===== config.mk =====
export PLATFORM = sky130hd
export DESIGN_NAME = mac_accumulator
export DESIGN_NICKNAME = d
export VERILOG_FILES = /design/src/rtl/mac_accumulator.sv
export SDC_FILE = /design/constraint.sdc
export NUM_CORES = 1
export LEC_CHECK = 0
export ABC_CLOCK_PERIOD_IN_PS = 1920
export BUFFER_PORTS_ARGS = -buffer_cell sky130_fd_sc_hd__buf_2
export CAP_MARGIN = 20
export CORE_MARGIN = 2
export CORE_UTILIZATION = 35
export CTS_CLUSTER_DIAMETER = 100
export CTS_CLUSTER_SIZE = 10
export DETAILED_ROUTE_END_ITERATION = 7
export PLACE_DENSITY = 0.7
export SYNTH_ARGS = -nofsm -noshare
export SYNTH_HDL_FRONTEND = slang
export SYNTH_SLANG_ARGS = --single-unit

===== constraint.sdc =====
create_clock -name clk -period 1.92 [get_ports clk]
set_input_delay 0.384 -clock clk [delete_from_list [all_inputs] [get_ports clk]]
set_output_delay 0.384 -clock clk [all_outputs]
set_load 0.03 [all_outputs]

===== src/rtl/mac_accumulator.sv =====
// Unsigned multiply-accumulate back end: sums len+1 8-bit products into an
// (8+LEN_W)-bit accumulator and hands the final sum downstream.
module mac_accumulator #(
  parameter  int LEN_W = 4,
  localparam int ACC_W = 8 + LEN_W
) (
  input  logic             clk,
  input  logic             reset,
  input  logic             start,
  input  logic [LEN_W-1:0] len,
  input  logic [7:0]       prod,
  input  logic             prod_valid,
  output logic             prod_ready,
  output logic [ACC_W-1:0] acc_out,
  output logic             acc_valid,
  input  logic             acc_ready,
  output logic             busy,
  output logic [1:0]       fsm_state
);

  localparam logic [1:0] IDLE = 2'd0;
  localparam logic [1:0] ACC  = 2'd1;
  localparam logic [1:0] DONE = 2'd2;

  logic [1:0]       state;
  logic [LEN_W-1:0] cnt;
  logic [LEN_W-1:0] len_q;

  // Handshakes: a transfer happens at a rising edge where valid and ready
  // are both 1; ready/valid here are decoded from state only.
  assign prod_ready = (state == ACC);
  assign acc_valid  = (state == DONE);
  assign busy       = (state != IDLE);
  assign fsm_state  = state;

  always_ff @(posedge clk or negedge reset) begin
    if (!reset) begin
      state   <= IDLE;
      acc_out <= '0;
      cnt     <= '0;
      len_q   <= '0;
    end else begin
      case (state)
        IDLE: begin
          if (start) begin
            len_q   <= len;
            acc_out <= '0;
            cnt     <= '0;
            state   <= ACC;
          end
        end
        ACC: begin
          if (prod_valid) begin
            acc_out <= acc_out + ACC_W'(prod);
            cnt     <= cnt + LEN_W'(1);
            // The counter may wrap on the final beat at max length; harmless.
            if (cnt == len_q) state <= DONE;
          end
        end
        DONE: begin
          if (acc_ready) state <= IDLE;
        end
        default: state <= IDLE;
      endcase
    end
  end

endmodule

Word-level counts from Yosys, hierarchy flattened
Index checks and enable logic that the tools add are counted.
- register bits: 22
- output and inout bits: 17
- input bits: 17
- $add $sub $neg: 2
- reductions and logical operators: 6
- equal/unequal tests: 7
- multiplexer cells: 11
- operators with widths (kind ; number):
    $mux W12 ; 2
    $pmux W12 S2 ; 1
    $add A12 B8 Y12 ; 1
    $mux W2 ; 4
    $mux W4 ; 2
    $pmux W4 S2 ; 1
    $pmux W2 S3 ; 1
    $add A4 B1 Y4 const B ; 1
    $eq A4 B4 Y1 ; 1
    $ne A2 B1 Y1 const B ; 2
    $ne A2 B2 Y1 const B ; 2
    $reduce_and A4 Y1 ; 1
    $reduce_bool A2 Y1 ; 2
    $reduce_and A3 Y1 ; 1
    $eq A2 B1 Y1 const B ; 1
    $eq A2 B2 Y1 const B ; 1
    $logic_not A2 Y1 ; 1
    $reduce_and A2 Y1 ; 1

Depth between registers and ports, before layout
- depth after elaboration: 4
- depth in mapped cells: 6
- mapped depth without buffers: 6

Worst setup path before layout
Ideal clock, no wire load.
- path type: register to register
- start: reg acc_out[0]
- end: reg acc_out[6]
- buffers on the path: 0
- required time: 1.792 ns
- arrival: 1.839 ns
- stages on the path, launching flop included: 7
- setup slack: -0.047 ns
- path through: dfrtp_1 ha_1 fa_1 a21o_2 a221oi_1 xor2_1 o21ai_0
- cells in the longest elaborated chain, start to end: 3
- ends and longest elaborated chain (what ; line ; RTL):
    from (decl) ; 14 ; output logic [ACC_W-1:0] acc_out,
    from (signal assigned) ; 54 ; acc_out <= acc_out + ACC_W'(prod);
    $add A12 B8 Y12 ; 54 ;
    $mux W12 ; 53 ; if (prod_valid) begin
    $pmux W12 S2 ; 43 ; case (state)
Every way passes these cells. The select of a mux whose other input is x is not followed.
A chain may end at the register's enable or synchronous reset.

Final worst setup path
- start: reg acc_out[0]
- end: reg acc_out[8]
Same word-level chain as after synthesis.

==> summary.txt <==
Timing
  • Final setup vio count: 0
  • Least-Margin Pin Slew: just over 0.5 ns
  • Fin crit period: 1.82 ns
  • Skew final: about 0.0050 ns
  • Final Hold Violating Endpoints: 0
  • Max Slew Vio Count: 0
  • Final hold slack: 0.0808 ns
  • Worst slew margin: about two thirds
  • Max Clk Rate: between 500 and 600 MHz
  • Setup TNS: 0 ns
  • Final worst slack: 0.101 ns
  • Tcrit/Tclk final: 94.7%
  • RSZ-0062 raised after global routing: false

Worst setup path
  • Crit. Startpoint: acc_out[0]$_DFFE_PN0P_
  • Critical path class: reg2reg
  • Setup crit end kind: register
  • CP Cell Sequence: ha_2 -> fa_2 -> a21o_2 -> a221oi_2 -> nor3_1 -> mux2i_1
  • Worst Path Max Fanout: 3
  • Worst path buffer plus inverter count: 0
  • WP data arrival: 1.96 ns
  • Setup crit start kind: register
  • CP required: 2.06 ns
  • Crit Reg-Reg Startpoint: acc_out[0]$_DFFE_PN0P_
  • Largest stage delay on the critical path: 0.42 ns
  • Delay-heaviest family, CP: adder cells
  • Slowest CP cell: dfrtp_2

Floorplanning
  • I/O Pins: 34
  • FP Rows: 22
  • Die area: 0.00424 sq mm
  • Chip width: 65.1 um
  • Initial Utilization: 36.0%
  • Vert. Die Dim: approximately 65 um
  • Core ar.: 0.00363 sq mm

Logic synthesis
  • Synth top area share: 42.1%
  • Mapped Nets: 160
  • Post-synth EDFFs: 0
  • Leading area contributor after synthesis: dfrtp_1
  • Post-synth ARST share: 100%
  • Synth unique cells: 36
  • FF+latch count, synth: 22
  • Post-Synthesis Cells: roughly 130
  • Top_reg_cell synth: dfrtp_1
  • Top cells by area, synth: dfrtp_1 (42%), ha_1 (8.6%), nand2_1 (8.3%), xor2_1 (4.7%), o21ai_0 (4.2%)
  • Mean Syn Cell Area: 9.83 sq um
  • Cell area after synthesis: 0.00131 sq mm
  • Synthesis Warnings: 0
  • Post-synthesis sequential area ratio: 42.1%

Route
  • DRT Pass-1 Iters: 4
  • Final WL: 2800 um
  • Vias: 1100
  • ANT nets after route: 0
  • DR DRC count: 0
  • WL/cell: 12.7 um
  • DR iter-0 viols: 50
  • Vias/cell: between 4 and 5

Clock tree
  • Worst skew pair latency: 0.26 ns
  • Num CTS Buffers: 3
  • TritonCTS clock tree: yes
  • Post CTS Setup Buffer Count: 0
  • Resize count post-CTS: 0
  • Clock sink count: 22
  • CTS HTree Levels: 1
  • Max Buffers Root-to-Sink: 2
  • Hold buffer count at CTS: 0
  • CTS Root Buffer Type: clkbuf_8
  • Worst-path clk slew: approximately 0.090 ns

Place
  • Placed wire-length estimate: 2100 um
  • Setup WS pre-CTS: -0.0765 ns
  • DP Area: 0.00156 sq mm
  • Port bufs: 33
  • Gp weighted congestion: 0.817

Cells and area
  • Most common cell after layout, fill and taps aside: buf_2
  • Nets: ~200
  • Antenna fix cells: 0
  • Area delta synth->final: 24.9%
  • Finished Cell Area: 0.00163 sq mm
  • Commonest cells after routing, fill and taps aside: buf_2 (33), nand2_1 (29), dfrtp_1 (21)
  • Layout cell share with drive strength beyond 1: a little under a third

Outcome
  • Status: completed

Global route
  • Remaining Overflow, GRT: 0
  • Largest net degree at the start of global routing: 23
  • Initial antenna violation count: 0
  • First-pass GRT wire length: 4700 um
  • GRT Total Usage: roughly 14%
  • Vias in the first global route: 1009

Power and ir drop
  • Leak: 0.828 nW
  • Design Power: 0.00263 W
  • VDD IR max: 996 uV
  • PwrDens: 1610 mW/mm^2

Worst hold path
  • Worst min-delay path class: in2async

Job
  • Max Cap Viol: 0
==> cell families after synthesis <==
| group | count (synthesis) | synth area share (%) |
|---|---|---|
| AOI/OAI and AO/OA | 34 | 19.2 |
| buffers and inverters | 5 | 1.63 |
| adders and majority gates | 10 | 10.1 |
| DFF | 22 | 42.1 |
| xor gates and xnor gates | 10 | 6.70 |
| muxes | 4 | 3.06 |
| and+or+nand+nor | 48 | 17.1 |
==> synth_stat cells, types with 2 or more instances <==
cell     count
nand2_1     29
dfrtp_1     22
o21ai_0     11
ha_1         9
xor2_1       7
a21oi_1      5
a22o_1       4
mux2i_1      4
inv_1        3
nand4_1      3
nor2_1       3
xnor2_1      3
a21o_1       2
a32o_1       2
buf_2        2
nand3_1      2
nor3_1       2
or3_1        2
==> per-layer routing <==
layer | part of all wire [%] | vias to the layer above | global-route usage [%]
met5 | 0 | - | 0
met3 | 4.4 | 2 | 1.54
met1 | 50 | 504 | 20.6
met2 | 44 | 34 | 22.2
li1 | - | 560 | -
met4 | 1.1 | 0 | 4.69
==> per-stage QoR <==
| stage | cells | utilization (%) |
|---|---|---|
| after global placement | 217 | 43.0 |
| after detailed placement | 217 | 43.0 |
| after global routing | 221 | 44.9 |
| after CTS | 221 | 44.5 |
| after floorplan | 133 | - |
| final | 221 | 44.9 |
==> path summary, 6_finish.rpt <==
| check | end | slack (ns) | cells past startpoint |
|---|---|---|---|
| max | acc_out[8]$_DFFE_PN0P_ | 0.10 | 6 |
| min | acc_out[4]$_DFFE_PN0P_ | 0.08 | 1 |
| max reg2reg | acc_out[8]$_DFFE_PN0P_ | 0.10 | 6 |
| min reg2reg | acc_out[11]$_DFFE_PN0P_ | 0.48 | 1 |
| max in group asynchronous | acc_out[0]$_DFFE_PN0P_ | 1.47 | 1 |
| min in group clk | len_q[0]$_DFFE_PN0P_ | 0.31 | 3 |
==> power breakdown <==
part,switching [W],internal (W)
Combinational,0.000897,0.000574
Sequential,0.000176,0.000644
Clock,0.000160,0.000183
Total,0.00123,0.00140
==> final cells by class <==
cell class / instances / area, sq um
Clock buffer: 4 / 55.1
Fill cell: 384 / 2000
Inverter: 3 / 11.3
Multi-Input combinational cell: 106 / 752
Sequential cell: 22 / 552
Tap cell: 48 / 60.1
Timing Repair Buffer: 38 / 203
==> registers in the layout, summed over array words and instances, names as in the netlist <==
register,count
fsm_state,2
acc_out,12
len_q,4
cnt,4
(Power assumes the default switching activity.)
